$ cat config.mk
export PLATFORM = sky130hd
export DESIGN_NAME = spi_master
export DESIGN_NICKNAME = d
export VERILOG_FILES = /design/src/rtl/spi_master_pkg.sv /design/src/rtl/spi_master_sclk_gen.sv /design/src/rtl/spi_master.sv
export SDC_FILE = /design/constraint.sdc
export NUM_CORES = 1
export LEC_CHECK = 0
export BUFFER_PORTS_ARGS = -buffer_cell sky130_fd_sc_hd__buf_4
export CORE_UTILIZATION = 53
export CTS_CLUSTER_SIZE = 20
export DETAILED_ROUTE_END_ITERATION = 12
export GPL_TIMING_DRIVEN = 0
export PLACE_DENSITY = 0.88
export SLEW_MARGIN = 20
export SYNTH_ARGS = -nofsm -noshare
export SYNTH_HDL_FRONTEND = slang
export SYNTH_SLANG_ARGS = --single-unit
$ cat constraint.sdc
create_clock -name clk -period 2.1 [get_ports clk]
set_clock_uncertainty 0.2 [all_clocks]
set_input_delay 0 -clock clk [delete_from_list [all_inputs] [get_ports clk]]
set_output_delay 0 -clock clk [all_outputs]
set_load 0.03 [all_outputs]
$ cat src/rtl/spi_master_pkg.sv
// Shared SPI types: slave select encoding, word size and the active-low select decode.
package spi_master_pkg;

  typedef enum logic [2:0] {
    SS_NONE    = 3'd0,
    SS_CH1     = 3'd1,
    SS_CH2     = 3'd2,
    SS_CH3     = 3'd3,
    SS_TRIGGER = 3'd4,
    SS_EEPROM  = 3'd5
  } SlaveSelect;

  localparam int unsigned SPI_BITS = 16;
  localparam int unsigned NUM_SS   = 5;
  localparam int unsigned EEP_W    = 8;
  localparam int unsigned BCNT_W   = $clog2(SPI_BITS + 1);

  // SS_NONE and unused encodings assert no line; the transfer still runs as a spacer.
  function automatic logic [NUM_SS-1:0] ss_decode(input logic [2:0] sel);
    logic [NUM_SS-1:0] lines;
    lines = '1;
    case (sel)
      SS_CH1:     lines[0] = 1'b0;
      SS_CH2:     lines[1] = 1'b0;
      SS_CH3:     lines[2] = 1'b0;
      SS_TRIGGER: lines[3] = 1'b0;
      SS_EEPROM:  lines[4] = 1'b0;
      default:    lines = '1;
    endcase
    return lines;
  endfunction

endpackage

$ cat src/rtl/spi_master_sclk_gen.sv
// SCLK divider: toggles SCLK every HALF clocks and flags the last cycle of each half.
module spi_sclk_gen #(
  parameter int unsigned SCLK_DIV = 32
) (
  input  logic clk,
  input  logic rst,
  input  logic clr,
  input  logic hold_low,
  output logic sclk,
  output logic fall,
  output logic phase_end
);

  localparam int unsigned HALF  = SCLK_DIV / 2;
  localparam int unsigned CNT_W = (HALF > 1) ? $clog2(HALF) : 1;
  localparam logic [CNT_W-1:0] CNT_LAST = CNT_W'(HALF - 1);

  logic [CNT_W-1:0] cnt;
  logic [CNT_W-1:0] cnt_nxt;
  logic             sclk_nxt;

  // hold_low keeps SCLK parked low once the final bit has been clocked
  always_comb begin
    cnt_nxt  = cnt + CNT_W'(1);
    sclk_nxt = sclk;
    if (clr) begin
      cnt_nxt  = '0;
      sclk_nxt = 1'b0;
    end else if (cnt == CNT_LAST) begin
      cnt_nxt  = '0;
      sclk_nxt = ~sclk & ~hold_low;
    end
  end

  // Strobes are registered from the next-state so they coincide with the last cycle of a half
  always_ff @(posedge clk) begin
    if (rst) begin
      cnt       <= '0;
      sclk      <= 1'b0;
      fall      <= 1'b0;
      phase_end <= 1'b0;
    end else begin
      cnt       <= cnt_nxt;
      sclk      <= sclk_nxt;
      fall      <= ~clr & sclk_nxt & (cnt_nxt == CNT_LAST);
      phase_end <= ~clr & ~sclk_nxt & (cnt_nxt == CNT_LAST);
    end
  end

endmodule

$ cat src/rtl/spi_master.sv
// SPI mode-0 transaction engine: shifts a 16-bit word out MSB first, captures the reply,
// drives per-slave active-low selects and returns the received low byte.
module spi_master
  import spi_master_pkg::*;
#(
  parameter int unsigned SCLK_DIV = 32
) (
  input  logic                clk,
  input  logic                rst,
  input  logic                wrt_SPI,
  input  SlaveSelect          ss,
  input  logic [SPI_BITS-1:0] SPI_data,
  output logic                SPI_done,
  output logic [EEP_W-1:0]    EEP_data,
  output logic                busy,
  output logic                SCLK,
  output logic                MOSI,
  input  logic                MISO,
  output logic [NUM_SS-1:0]   SS_n
);

  localparam logic [1:0] IDLE  = 2'd0;
  localparam logic [1:0] FRONT = 2'd1;
  localparam logic [1:0] SHIFT = 2'd2;

  logic [1:0]          state;
  logic [1:0]          state_nxt;
  logic [SPI_BITS-1:0] shreg;
  logic [SPI_BITS-1:0] shreg_nxt;
  SlaveSelect          ss_q;
  SlaveSelect          ss_nxt;
  logic [BCNT_W-1:0]   bitcnt;
  logic [BCNT_W-1:0]   bitcnt_nxt;
  logic                done_nxt;
  logic [EEP_W-1:0]    eep_nxt;
  logic                busy_nxt;
  logic                mosi_nxt;
  logic [NUM_SS-1:0]   ss_n_nxt;

  logic gen_clr;
  logic last_bit;
  logic fall;
  logic phase_end;

  assign gen_clr  = (state == IDLE);
  assign last_bit = (bitcnt == BCNT_W'(SPI_BITS));

  spi_sclk_gen #(
    .SCLK_DIV (SCLK_DIV)
  ) u_sclk_gen (
    .clk       (clk),
    .rst       (rst),
    .clr       (gen_clr),
    .hold_low  (last_bit),
    .sclk      (SCLK),
    .fall      (fall),
    .phase_end (phase_end)
  );

  // Next-state and next-output logic
  always_comb begin
    state_nxt  = state;
    shreg_nxt  = shreg;
    ss_nxt     = ss_q;
    bitcnt_nxt = bitcnt;
    done_nxt   = 1'b0;
    eep_nxt    = EEP_data;
    case (state)
      IDLE: begin
        if (wrt_SPI) begin
          state_nxt  = FRONT;
          shreg_nxt  = SPI_data;
          ss_nxt     = ss;
          bitcnt_nxt = '0;
        end
      end
      FRONT: begin
        if (phase_end) state_nxt = SHIFT;
      end
      SHIFT: begin
        // MISO is captured on the falling-edge clock, before the slave updates it
        if (fall) begin
          shreg_nxt  = {shreg[SPI_BITS-2:0], MISO};
          bitcnt_nxt = bitcnt + BCNT_W'(1);
        end
        if (phase_end && last_bit) begin
          state_nxt = IDLE;
          done_nxt  = 1'b1;
          eep_nxt   = shreg[EEP_W-1:0];
        end
      end
      default: state_nxt = IDLE;
    endcase

    busy_nxt = (state_nxt != IDLE);
    mosi_nxt = busy_nxt & shreg_nxt[SPI_BITS-1];
    ss_n_nxt = busy_nxt ? ss_decode(ss_nxt) : '1;
  end

  always_ff @(posedge clk) begin
    if (rst) begin
      state    <= IDLE;
      shreg    <= '0;
      ss_q     <= SS_NONE;
      bitcnt   <= '0;
      SPI_done <= 1'b0;
      EEP_data <= '0;
      busy     <= 1'b0;
      MOSI     <= 1'b0;
      SS_n     <= '1;
    end else begin
      state    <= state_nxt;
      shreg    <= shreg_nxt;
      ss_q     <= ss_nxt;
      bitcnt   <= bitcnt_nxt;
      SPI_done <= done_nxt;
      EEP_data <= eep_nxt;
      busy     <= busy_nxt;
      MOSI     <= mosi_nxt;
      SS_n     <= ss_n_nxt;
    end
  end

endmodule

-- Yosys cells after proc, flatten, opt, wreduce, memory -nomap -nowiden
Index checks and enable logic that the tools add are counted.
- register bits: 49
- logic and storage cells: 70
- reductions and logical operators: 8
- equal/unequal tests: 12
- add/subtract/negate cells: 2
- multiplexer cells: 22
- bitwise logic cells: 12
- operators by type and width (cell ; number):
    $mux 16 ; 2
    $pmux 16 s2 ; 1
    $mux 5 ; 2
    $pmux 5 s2 ; 1
    $eq 4x4->1 const B ; 2
    $mux 1 ; 8
    $mux 4 ; 2
    $and 1x1->1 ; 6
    $eq 3x2->1 const B ; 2
    $eq 3x3->1 const B ; 2
    $mux 2 ; 3
    $mux 3 ; 2
    $not 1->1 ; 6
    $pmux 2 s3 ; 1
    $add 5x1->5 const B ; 1
    $eq 5x5->1 const B ; 1
    $add 4x1->4 const B ; 1
    $reduce_bool 2->1 ; 2
    $reduce_or 2->1 ; 2
    $eq 3x1->1 const B ; 1
    $reduce_and 3->1 ; 1
    $eq 2x1->1 const B ; 1
    $eq 2x2->1 const B ; 1
    $logic_not 2->1 ; 1
    other kinds (4) ; 4

-- Logic depth before layout (Yosys ltp)
- depth in word-level cells: 8
- mapped depth: 7
- depth with buffers taken out: 6

-- Hierarchy
From an unflattened synthesis, not the netlist that was laid out.
- cells, all modules: 253
- area total of the unflattened synthesis: 2328.5 um^2
- by module, submodules not included (module ; seq. area each (um^2) ; cells each ; instances ; area each (um^2)):
    spi_master ; 840.8 ; 228 ; 1 ; 2057.0
    spi_sclk_gen ; 140.1 ; 25 ; 1 ; 271.5

-- Least setup slack after synthesis
No wires, ideal clock.
- kind: register to register
- start: register bitcnt[0]
- end: register SS_n[3]
- arrival: 1.341 ns
- setup slack: 0.424 ns
- path buffers: 0
- setup time: 0.135 ns
- required time: 1.765 ns
- stages on the path, launching flop included: 7
- cells stage by stage: dfxtp_1 inv_1 ha_1 and4bb_2 a21bo_2 a21oi_4 nand4_1
- longest elaborated chain between the ends: 7
- ends and longest elaborated chain (what ; line ; text):
    start: declaration ; spi_master.sv:32 ; logic [BCNT_W-1:0] bitcnt;
    start signal: assignment ; spi_master.sv:115 ; bitcnt <= bitcnt_nxt;
    $eq 5x5->1 ; spi_master.sv:46 ; assign last_bit = (bitcnt == BCNT_W'(SPI_BITS));
    $logic_and 1x1->1 ; spi_master.sv:86 ; if (phase_end && last_bit) begin
    $mux 2 ; spi_master.sv:86 ;
    $pmux 2 s3 ; spi_master.sv:68 ; case (state)
    $reduce_bool 2->1 ; spi_master.sv:95 ; busy_nxt = (state_nxt != IDLE);
    $not 1->1 (no source line) ; -- ;
    $reduce_or 2->1 (no source line) ; -- ;
    end signal: assignment ; spi_master.sv:120 ; SS_n <= ss_n_nxt;
    end: declaration ; spi_master.sv:19 ; output logic [NUM_SS-1:0] SS_n
No other way between the ends.
A chain may end at the register's enable or synchronous reset.

-- Final worst setup path
- start: register bitcnt[0]
- end: register EEP_data[5]
- longest elaborated chain between the ends: 3
- ends and longest elaborated chain (what ; line ; text):
    $eq 5x5->1 ; spi_master.sv:46 ;
    $logic_and 1x1->1 ; spi_master.sv:86 ;
    $reduce_and 2->1 (no source line) ; -- ;
    end signal: assignment ; spi_master.sv:117 ; EEP_data <= eep_nxt;
    end: declaration ; spi_master.sv:14 ; output logic [EEP_W-1:0] EEP_data,
No other way between the ends.

==> out/metrics.cfg <==
[pwr]
internal_power_mw = 1.54
total_power_mw = 1.96
sequentialPowerShare_pct = 49.7
combPwrFrac_pct = 10.4
power.share.clock_pct = 39.8
switchingPower_uw = 427
p_leak_nw = 1.13
swShare_pct = 21.8
ir_drop_v = 0.000728
power_density_nw_per_um2 = 731

[yosys]
synth.distinct_cells = 37
yosysTopAreaCell = dfxtp_1
ys_async_sr_fraction_pct = 0
synthTopCellsByCount = dfxtp_1 (49), nor2_1 (22), a21oi_1 (20), nand2_1 (19), a22oi_1 (16)
synthFlopType = dfxtp_1
syn_avg_cell_area_um2 = 9.70
synth_top_area_share_pct = 49.6
yosysSeqAreaShare_pct = 49.6
ys_top_cells_by_area = dfxtp_1 (50%), a22oi_1 (6.1%), mux2i_1 (5.6%)
netlist_area_um2 = 1980
syn-instance-count = 204
ys_warn_count = 0
synth-seq-cells = 49
synth_most_common_cell = dfxtp_1
synthesis.nets = 230
synth_edf_count = 0

[drt]
drc = 0
finalWirelength_mm = 4.53
firstDrtPassIters = 7
ant_nets = 0
dr_total_vias = 1716
avgViaCountPerCell = 5.38
wl_per_cell_um = 14.2
drt_iter0_drc = 119

[worst_hold_path]
hold_path_depth = 2
min_path_type = reg2reg
whs_endpoint = shreg[12]
hold_start = shreg[12]

[flow_run]
max_cap_viol_count = 0

[sta]
setup_violations = 0
timing.fmax_ghz = 0.542
finalCriticalPeriod_ns = 1.85
tns_ns = 0
max-slew-margin-rel_pct = 64.8
slew_violations = 0
hold_ws_ns = 0.268
rsz0062_at_grt = no
setup_ws_ns = 0.254
fin_crit_sh_pct = 87.9
hold_viol_final = 0
worst_slew_pin_slew_ns = 0.528

[worst_setup_path]
worstSetupPathType = reg2reg
worst-endpoint-required_ns = 2.09
r2r_end = EEP_data[5]
r2r-start = bitcnt[0]
crit_path_end_kind = register
path_max_fanout = 9
start_kind = register
reg2reg_depth = 7
arrival_ns = 1.83
rrSetupSlack_ns = 0.25

[clock_tree]
cts.clk_slew.worst_paths_ns = 0.09
cts_resized = 0
cts.sink_count = 49
cts_setup_buffers = 0
cts_made_buffers = 5
htree_levels = 2
insertion_delay_ns = 0.31
cts_root_buffer = clkbuf_8
clk_path_buf_depth = 2
cts_hold_buf = 22
cts_tree = done

[cells_and_area]
fillCellCount = 239
design_area_um2 = 2680
nNetsFinal = 298
area.growth.synth_to_final_pct = 35.6
fin_cells = 319
antenna_cells = 0
fin_util_pct = 77.4
drive_gt1_share_pct = 23.8

[floorplan]
die-area_um2 = 3980
die_w_um = 63.1
initial_core_util_pct = 57.1
rows = 21
ios = 40
fp.coreArea_um2 = 3470
die_y_um = 63.1

[global_routing]
grt_max_degree = 16
antenna_found_initial = 0
grt_pass1_vias = 1607
gr-total-overflow = 0
grt_usage_pct = 24.9
grt_pass1_wl_mm = 7.45

[place]
dpl.cell_count = 289
gp_congestion = 0.858
place_hpwl_mm = 2.77
post-place-ws_ns = 0.284
port_buffers = 39
placed_area_um2 = 2330

[outcome]
outcome = complete, no violations

[area by class of cell]
cell class	instances	area, um2	share of cell area, %
Buffer	13	97.6	3.64
Tap cell	46	57.6	2.14
Clock buffer	5	68.8	2.56
Multi-Input combinational cell	138	886	33.0
Clock inverter	3	65.1	2.42
Timing Repair Buffer	61	513	19.1
Sequential cell	49	981	36.6
Inverter	4	15.0	0.559
[state kept, by name, indices dropped and copies added, names as in the netlist]
name                  count
ss_q                      3
MOSI                      1
shreg                    16
u_sclk_gen.sclk           1
busy                      1
EEP_data                  8
u_sclk_gen.cnt            4
u_sclk_gen.fall           1
SS_n                      5
SPI_done                  1
u_sclk_gen.phase_end      1
bitcnt                    5
state                     2
[per-layer routing]
layer | GRT usage (%) | wire, um | vias up
li1 | - | - | 851
met1 | 29.3 | 1930 | 807
met2 | 41.1 | 2260 | 46
met3 | 7.79 | 207 | 12
met4 | 11.3 | 129 | 0
met5 | 0 | 0 | -
[worst max path at each step]
stage / from / endpoint / slack (ns) / cells past startpoint
floorplan: bitcnt[0] / SS_n[3] / 0.42 / 6
global placement: bitcnt[0] / SS_n[3] / 0.30 / 6
detailed placement: bitcnt[0] / SS_n[3] / 0.28 / 6
CTS: bitcnt[0] / EEP_data[5] / 0.25 / 7
global route: bitcnt[0] / EEP_data[5] / 0.12 / 7
finish: bitcnt[0] / EEP_data[5] / 0.25 / 7
[kinds of logic after synthesis]
group           after synthesis  share of synthesized area, %
compound gates               49                          16.6
xor+xnor                      4                          1.77
fa+ha+maj                     3                          1.90
buf+inv                      17                          5.69
flops                        49                          49.6
mux                          12                          6.13
simple gates                 70                          18.3
[power by group through the flow]
stage               Clock, mW  Combinational (mW)  Sequential [mW]
global route            0.840               0.223            0.979
detailed placement          0               0.168            0.997
global placement            0               0.164            0.995
CTS                     0.793               0.201            0.976
floorplan                   0              0.0947             1.00
finish                  0.782               0.205            0.976
[placed cells by master, fill, tap and decap left out, types with 4 or more instances in the layout]
master	instances
mux2i_1	11
nand2_1	19
nor2_1	22
nand3_1	7
buf_6	4
a21oi_1	20
a22oi_1	16
dfxtp_1	49
clkbuf_1	4
nand3b_1	6
nor3_1	4
buf_4	44
clkbuf_8	5
dlygate4sd3_1	22
inv_1	4
[critical path: stages, from the launching register on]
cell and delay (ns):
dfxtp_1 0.40, inv_1 0.08, ha_1 0.19, and4bb_2 0.24
nand3_1 0.11, buf_4 0.21, mux2i_1 0.22, nor2_1 0.07
(Power assumes the default switching activity.)
